$ cat config.mk
export PLATFORM = sky130hd
export DESIGN_NAME = aurora_hls_nfc_arb
export DESIGN_NICKNAME = d
export VERILOG_FILES = /design/src/rtl/aurora_hls_nfc_pkg.sv /design/src/rtl/aurora_hls_nfc_arb_refresh_timer.sv /design/src/rtl/aurora_hls_nfc_arb.sv
export SDC_FILE = /design/constraint.sdc
export NUM_CORES = 1
export LEC_CHECK = 0
export ABC_AREA = 1
export BUFFER_PORTS_ARGS = -buffer_cell sky130_fd_sc_hd__clkbuf_2
export CAP_MARGIN = 20
export CORE_ASPECT_RATIO = 1.75
export CORE_MARGIN = 5
export CORE_UTILIZATION = 39
export DETAILED_ROUTE_END_ITERATION = 16
export HOLD_SLACK_MARGIN = 0.08
export PLACE_DENSITY = 0.76
export SLEW_MARGIN = 15
export SYNTH_ARGS = -nofsm -noshare
export SYNTH_HDL_FRONTEND = slang
export SYNTH_SLANG_ARGS = --single-unit
$ cat constraint.sdc
create_clock -name clk -period 1.74 [get_ports clk]
set_clock_uncertainty 0.15 [all_clocks]
set_input_delay 0.261 -clock clk [delete_from_list [all_inputs] [get_ports clk]]
set_output_delay 0.261 -clock clk [all_outputs]
set_load 0.005 [all_outputs]
$ cat src/rtl/aurora_hls_nfc_pkg.sv
// Shared NFC message codes and arbiter state encoding for the Aurora NFC pause arbiter.
package aurora_hls_nfc_pkg;

    localparam logic [15:0] NFC_XOFF = 16'hFFFF;
    localparam logic [15:0] NFC_XON  = 16'h0000;

    typedef enum logic [2:0] {
        IDLE_ON,
        SEND_XOFF,
        PAUSED,
        SEND_XON,
        SEND_REFRESH
    } nfc_state_t;

endpackage

$ cat src/rtl/aurora_hls_nfc_arb_refresh_timer.sv
// Refresh timer: counts enabled cycles after a clear and flags the last one (CYCLES-1).
module aurora_hls_nfc_refresh_timer #(
    parameter int CYCLES = 1024
) (
    input  logic clk,
    input  logic rst,
    input  logic clear,
    input  logic enable,
    output logic expired
);

    localparam int            CW   = (CYCLES > 2) ? $clog2(CYCLES) : 1;
    localparam logic [CW-1:0] LAST = CW'(CYCLES - 1);

    logic [CW-1:0] r_count;

    // Saturates at LAST so a stalled expiry stays asserted until cleared.
    always_ff @(posedge clk) begin
        if (rst || clear) begin
            r_count <= '0;
        end else if (enable && (r_count != LAST)) begin
            r_count <= r_count + CW'(1);
        end
    end

    assign expired = (r_count == LAST);

endmodule

$ cat src/rtl/aurora_hls_nfc_arb.sv
// Aurora NFC pause arbiter: ORs pause requests into an XOFF/XON handshake on the NFC stream.
// Define AURORA_HLS_NFC_REFRESH_EN to re-send XOFF every REFRESH_CYCLES paused cycles.
module aurora_hls_nfc_arb
    import aurora_hls_nfc_pkg::*;
#(
    parameter int NUM_REQ        = 2,
    parameter int REFRESH_CYCLES = 1024
) (
    input  logic               clk,
    input  logic               rst,
    input  logic               counter_reset,
    input  logic [NUM_REQ-1:0] req_pause,
    output logic               s_axi_nfc_tvalid,
    input  logic               s_axi_nfc_tready,
    output logic [15:0]        s_axi_nfc_tdata,
    output logic               link_paused,
    output logic [31:0]        xoff_count,
    output logic [31:0]        xon_count,
    output logic [31:0]        refresh_count
);

    if (NUM_REQ < 1 || NUM_REQ > 8) begin : g_bad_num_req
        $error("aurora_hls_nfc_arb: NUM_REQ must be 1..8");
    end
    if (REFRESH_CYCLES < 2) begin : g_bad_refresh_cycles
        $error("aurora_hls_nfc_arb: REFRESH_CYCLES must be at least 2");
    end

    nfc_state_t  r_state;
    nfc_state_t  w_next_state;
    logic        r_tvalid;
    logic [15:0] r_tdata;
    logic        r_link_paused;
    logic [31:0] r_xoff_count;
    logic [31:0] r_xon_count;
    logic        w_next_tvalid;
    logic [15:0] w_next_tdata;
    logic        w_agg;
    logic        w_accept;

    assign w_agg    = |req_pause;
    assign w_accept = r_tvalid && s_axi_nfc_tready;

`ifdef AURORA_HLS_NFC_REFRESH_EN
    logic        w_expired;
    logic [31:0] r_refresh_count;

    // Held clear outside PAUSED, so every entry to PAUSED starts from zero.
    aurora_hls_nfc_refresh_timer #(
        .CYCLES (REFRESH_CYCLES)
    ) u_refresh_timer (
        .clk     (clk),
        .rst     (rst),
        .clear   (r_state != PAUSED),
        .enable  (r_state == PAUSED),
        .expired (w_expired)
    );

    always_ff @(posedge clk) begin
        if (rst || counter_reset) begin
            r_refresh_count <= '0;
        end else if (w_accept && (r_state == SEND_REFRESH)) begin
            r_refresh_count <= r_refresh_count + 32'd1;
        end
    end

    assign refresh_count = r_refresh_count;
`else
    assign refresh_count = '0;
`endif

    // Send states leave only on tready, which keeps a pending message stable.
    always_comb begin
        w_next_state  = r_state;
        w_next_tvalid = 1'b0;
        w_next_tdata  = NFC_XON;
        case (r_state)
            IDLE_ON:      if (w_agg) w_next_state = SEND_XOFF;
            SEND_XOFF:    if (s_axi_nfc_tready) w_next_state = PAUSED;
            PAUSED: begin
                if (!w_agg) begin
                    w_next_state = SEND_XON;
                end
`ifdef AURORA_HLS_NFC_REFRESH_EN
                else if (w_expired) begin
                    w_next_state = SEND_REFRESH;
                end
`endif
            end
            SEND_XON:     if (s_axi_nfc_tready) w_next_state = w_agg ? SEND_XOFF : IDLE_ON;
            SEND_REFRESH: if (s_axi_nfc_tready) w_next_state = PAUSED;
            default:      w_next_state = IDLE_ON;
        endcase
        case (w_next_state)
            SEND_XOFF, SEND_REFRESH: begin
                w_next_tvalid = 1'b1;
                w_next_tdata  = NFC_XOFF;
            end
            SEND_XON: begin
                w_next_tvalid = 1'b1;
                w_next_tdata  = NFC_XON;
            end
            default: ;
        endcase
    end

    always_ff @(posedge clk) begin
        if (rst) begin
            r_state       <= IDLE_ON;
            r_tvalid      <= 1'b0;
            r_tdata       <= NFC_XON;
            r_link_paused <= 1'b0;
        end else begin
            r_state  <= w_next_state;
            r_tvalid <= w_next_tvalid;
            r_tdata  <= w_next_tdata;
            if (w_accept && (r_state == SEND_XOFF)) begin
                r_link_paused <= 1'b1;
            end else if (w_accept && (r_state == SEND_XON)) begin
                r_link_paused <= 1'b0;
            end
        end
    end

    // Clear has priority over a same-cycle increment.
    always_ff @(posedge clk) begin
        if (rst || counter_reset) begin
            r_xoff_count <= '0;
            r_xon_count  <= '0;
        end else begin
            if (w_accept && (r_state == SEND_XOFF)) r_xoff_count <= r_xoff_count + 32'd1;
            if (w_accept && (r_state == SEND_XON))  r_xon_count  <= r_xon_count + 32'd1;
        end
    end

    assign s_axi_nfc_tvalid = r_tvalid;
    assign s_axi_nfc_tdata  = r_tdata;
    assign link_paused      = r_link_paused;
    assign xoff_count       = r_xoff_count;
    assign xon_count        = r_xon_count;

endmodule

== Word level (Yosys, flattened, before mapping) ==
Index checks and enable logic that the tools add are counted.

* Bits in registers: 85
* Memory bits (writable): 0
* Input port bits: 6
* Output and inout port bits: 114
* Bits in read-only memories: 0
* Memories: 0
* Logic and storage cells: 35
* Bits in latches: 0

* Bitwise logic cells: 0
* Reduce and logical (&&, ||, !) cells: 10
* Muxes and demuxes: 10
* Multiply operators: 0
* Eq/ne operators: 7
* Shifts and indexed selects: 0
* Add/subtract/negate cells: 2
* $lt $le $gt $ge: 0
* Divide/modulo/power cells: 0

{| class="wikitable"
|+ Operators with widths
! cell !! count
|-
| adder 32 x 1 -> 32 bit, second input constant || 2
|-
| two-way mux 16 bit || 1
|-
| two-way mux 3 bit || 4
|-
| case mux 3 bit (4 select lines) || 1
|-
| == test 3 x 2 -> 1 bit, second input constant || 3
|-
| == test 3 x 1 -> 1 bit, second input constant || 2
|-
| == test 3 bit, second input constant || 2
|-
| OR reduction 2 bit || 3
|-
| two-way mux 1 bit || 4
|-
| logical AND 1 bit || 3
|-
| logical NOT 3 bit || 1
|-
| OR reduction 3 bit || 1
|-
| nonzero test 2 bit || 1
|-
| logical OR 1 bit || 1
|}

== Logic depth before layout (Yosys ltp) ==
* Depth after elaboration: 7
* Gate-level depth with buffers: 11
* Mapped depth without buffers: 11

== Worst setup path after synthesis ==
OpenSTA, ideal clock, no wires.

* Path type: register to register
* Start point: reg r_xon_count[1] (netlist: xon_count[1])
* End point: reg r_xon_count[18] (netlist: xon_count[18])
* Arrival: 1.438 ns
* Path slack: 0.042 ns
* Required time: 1.480 ns
* Path buffers: 0
* Cell stages (with the launch flop): 11
* Clock period less this slack: 1.698 ns
* Library setup time: 0.110 ns
* Cells stage by stage: dfxtp_1 > ha_1 > nand2_1 > nor2_1 > nand2_1 > nor2_8 > nand2_1 > nor2_1 > nand3_1 > nand2_1 > nor2_1

* Cells in the longest elaborated chain, start to end: 1

{| class="wikitable"
|+ Ends and longest elaborated chain
! item !! line !! source
|-
| from (decl) || aurora_hls_nfc_arb.sv:35 || <nowiki>logic [31:0] r_xon_count;</nowiki>
|-
| from (signal assigned) || aurora_hls_nfc_arb.sv:132 || <nowiki>if (w_accept && (r_state == SEND_XON)) r_xon_count <= r_xon_count + 32'd1;</nowiki>
|-
| adder 32 x 1 -> 32 bit || aurora_hls_nfc_arb.sv:132 ||
|}

Every way passes these cells.
A chain may end at the register's enable or synchronous reset.

== Worst setup path after layout ==
* Start point: reg r_xon_count[1] (netlist: xon_count[1])
* End point: reg r_xon_count[30] (netlist: xon_count[30])

The elaborated chain is that of the path after synthesis.

==> impl_summary.txt <==
----------------------------------------------------
[Routing]
  Number of iterations in the first detailed-routing pass ... 4
  Wire length after detailed routing ... 10600 µm
  Number of nets with antenna violations after routing ... 0
  Number of remaining DRC errors ... 0
  Wire length per cell ... 12.3 µm
  Via density per instance ... 4.70
  DRC marker count from the first detailed-route iteration ... 146
  Total via count after detailed routing ... 4068

[Critical path]
  Crit path cell chain ... ha_4, nand2_2, nor2_4, nand2_2, nor2_8, nand3_4, nor2_2, nand2_1, nand2_1, nor2_1
  Critical path fanouts, max ... 8
  Worst R2R Start ... xon_count[1]$_SDFFE_PP0P_
  R2R setup slack ... 0.05 ns
  Crit. Startpoint ... xon_count[1]$_SDFFE_PP0P_
  Type of the worst setup path ... reg -> reg
  Critical path depth ... 10
  Kind of cell adding the most delay to the critical path ... simple AND/OR/NAND/NOR gates
  Depth of the most critical reg-to-reg path ... 10
  Slowest-stage cell, CP ... dfxtp_4
  Maximum single-stage delay on the critical path ... 0.37 ns
  Worst Path Arrival ... 1.78 ns
  Terminus of the critical flop-to-flop path ... xon_count[30]$_SDFFE_PP0P_
  End point of the critical path ... xon_count[30]$_SDFFE_PP0P_
  Element type at the critical path end ... flop
  Critical Path Source Type ... flop
  Worst path bufs/invs ... 0
  Critical Path RT ... 1.82 ns

[Synth]
  Distinct cells, synth ... 37
  Dominant combinational cell family by area after synthesis ... simple AND/OR/NAND/NOR gates
  Fraction of the mapped netlist area in adder cells ... 0.00616
  Portion of netlist area occupied by mux cells ... 0
  Avg Inst Size Synth ... 6.56 µm²
  Xor/xnor cell area share of the yosys netlist ... 0.0173
  Simple-gate share of the synthesized area ... 0.379
  Ys flop type ... dfxtp_1
  Dominant cells by area after synthesis ... dfxtp_1 (35%), nand2_1 (13%), nor2_1 (10%)
  Flip-flop and latch count after synthesis ... 70
  Compound-cell area share of the yosys netlist ... 0.0767
  Gate count of the mapped netlist ... 619
  Area of the mapped netlist ... 4060 µm²
  Top cell type's share of synthesized area ... 0.345
  Count of yosys warnings during synthesis ... 0
  Share of synthesized registers carrying an async set or reset ... 0
  EDFF count, synth ... 0
  Sequential fraction of the synthesis area ... 0.345
  Cell type contributing the most total cell area after synthesis ... dfxtp_1

[Power and ir drop]
  Logic pwr share ... 0.057
  Internal Power ... 2890 µW
  Share of power burned in the clock network ... 0.502
  Worst vdd rail ir drop ... 0.527 mV
  Total power density per cell area ... 732 nW/µm²
  Share of total power consumed by net switching ... 0.223
  Static leakage power ... 0.00227 µW
  Fraction of power consumed by sequential logic ... 0.441
  Sw Pwr ... 830 µW

[Timing]
  Share of the clock period used by the worst path after layout ... 0.972
  Final Max Tran Viols ... 0
  Fmax achieved ... 0.591 GHz
  Final critical-path required period ... 1.69 ns
  Worst setup margin ... 0.0489 ns
  Number of hold violations in the final report ... 0
  Count of endpoints failing setup in the final report ... 0
  Unrepaired setup endpoints after global routing ... true
  Final sum of negative setup slack ... 0 ns

[CTS]
  Clock Sinks ... 70
  Clock-pin slew on the worst setup and hold paths ... 0.06 ns
  Total clock buffers created by CTS ... 9
  H-Tree Level Count ... 3
  Clock latency of the later-clocked register in the worst-skew pair ... 0.34 ns
  Cell at the root of the clock tree ... clkbuf_16
  Number of buffers on the longest clock path ... 2
  TritonCTS clock tree ... yes

[Job]
  Max cap viols ... 0

[GRT]
  Largest net degree at the start of global routing ... 26
  Number of global-route vias before repair ... 3794
  GRT Total Usage ... 0.167
  Number of antenna violations at the first check in global routing ... 0
  Global-route wire length before repair ... 16700 µm
  Grt total ovfl ... 0

[Place]
  Final weighted congestion in routability-driven placement ... 0.878
  Placed Cells incl. Taps ... 844
  Dpl hpwl ... 8210 µm
  Port Buffers ... 87
  Place WS ... 0.0233 ns

[Floorplanning]
  Placeable core region ... 10200 µm²
  Count of standard-cell rows ... 49
  Total I/O pin count ... 120
  Height of the die ... 145 µm
  Die Wd ... 87.1 µm
  Initial Util ... 0.397
  Total die area ... 12600 µm²

[Final layout]
  Most frequent standard cell in the layout excluding fill and tap cells ... nand2_1
  Share of the core filled with cells in the final layout ... 0.496
  Area grow syn2layout ... 25.1%
  Most frequent cells in the layout ... nand2_1 (141), nor2_1 (98), clkbuf_2 (87)
  Layout net count ... 741
  Number of standard cells in the final layout excluding fillers ... 865
  Antenna cells ... 0
  Share of cells above drive strength 1 ... 0.260

[Status]
  Status ... finished, final reports clean

[Hold path]
  Path type of the worst min-delay path ... in -> reg

----------------------------------------------------
[worst min-delay path by stage]
stage / startpoint / to / slack (ns) / cells after the start
global placement: xoff_count[8]$_SDFFE_PP0P_ / xoff_count[8]$_SDFFE_PP0P_ / 0.31 / 2
global route: s_axi_nfc_tready / r_state[2]$_SDFF_PP0_ / 0.21 / 5
CTS: s_axi_nfc_tready / r_state[2]$_SDFF_PP0_ / 0.15 / 5
floorplan: rst / link_paused$_SDFFE_PP0P_ / 0.18 / 1
finish: s_axi_nfc_tready / r_state[2]$_SDFF_PP0_ / 0.16 / 5
detailed placement: xoff_count[8]$_SDFFE_PP0P_ / xoff_count[8]$_SDFFE_PP0P_ / 0.31 / 2
[tightest hold or removal path, stage by stage]
cell,delay [ns]
clkbuf_2,0.10
buf_4,0.11
nor4_1,0.04
inv_1,0.04
nor2_1,0.04
[layer usage]
layer,vias to the layer above,part of all wire,global-route usage
met3,27,0.061,0.0357
li1,2085,-,-
met2,131,0.55,0.315
met4,0,0.034,0.0845
met5,-,0,0
met1,1825,0.36,0.163
[state kept, by name (all words and copies together) (netlist names)]
signal,flops
s_axi_nfc_tvalid,1
xon_count,32
xoff_count,32
s_axi_nfc_tdata,1
link_paused,1
r_state,3
[metrics by stage]
| step | area, µm² | power (µW) | hold slack [ns] |
|---|---|---|---|
| CTS | 4950 | 3770 | 0.151 |
| detailed placement | 4640 | 1880 | 0.312 |
| finish | 5080 | 3720 | 0.159 |
| global route | 5080 | 3880 | 0.212 |
| floorplan | 4180 | 1910 | 0.180 |
| global placement | 4640 | 1880 | 0.305 |
[repair_timing]
item | 4_1_cts | 5_1_grt
buffers inserted | 0 | 4
endpoints found under the setup margin | 0 | 35
resized for setup | 0 | 31
endpoints found under the hold margin | 3 | 0
hold buffers | 1 | 0
[layout make-up]
cell class,instances,area [µm²]
Clock buffer,13,260
Clock inverter,3,42.5
Fill cell,1029,5160
Inverter,79,297
Multi-Input combinational cell,444,2150
Sequential cell,70,1410
Tap cell,127,159
Timing Repair Buffer,129,753
[Yosys cell counts, types with 2 or more instances]
master      n
o21ai_0    22
buf_6       2
buf_2       2
nor2_2      5
xnor2_1     3
buf_4      48
clkbuf_1    4
dfxtp_1    70
nor3_1     10
inv_2       3
xor2_1      5
inv_1      75
nand2_2     7
o21bai_2    2
nor2_8      2
nor2_1    108
nand2_1   144
nand3_1    42
nor2_4      4
ha_1        2
a21oi_1    29
nand4_1    14
o21bai_1    2
[logic make-up (layout without fill, tap and decap cells)]
group,Yosys count,count (layout)
AO/OA/AOI/OAI,58,58
XOR/XNOR,8,8
adder cells (fa/ha/maj),2,2
buffers and inverters,136,224
flip-flops,70,70
other,1,32
AND/OR/NAND/NOR,344,344
[power groups by stage]
stage	Sequential [µW]	Combinational, µW	Clock, µW
after CTS	1640	209	1920
after detailed placement	1680	206	0
after global routing	1640	236	2000
after global placement	1670	205	0
after floorplan	1670	236	0
final	1640	210	1870
(Power assumes the default switching activity.)
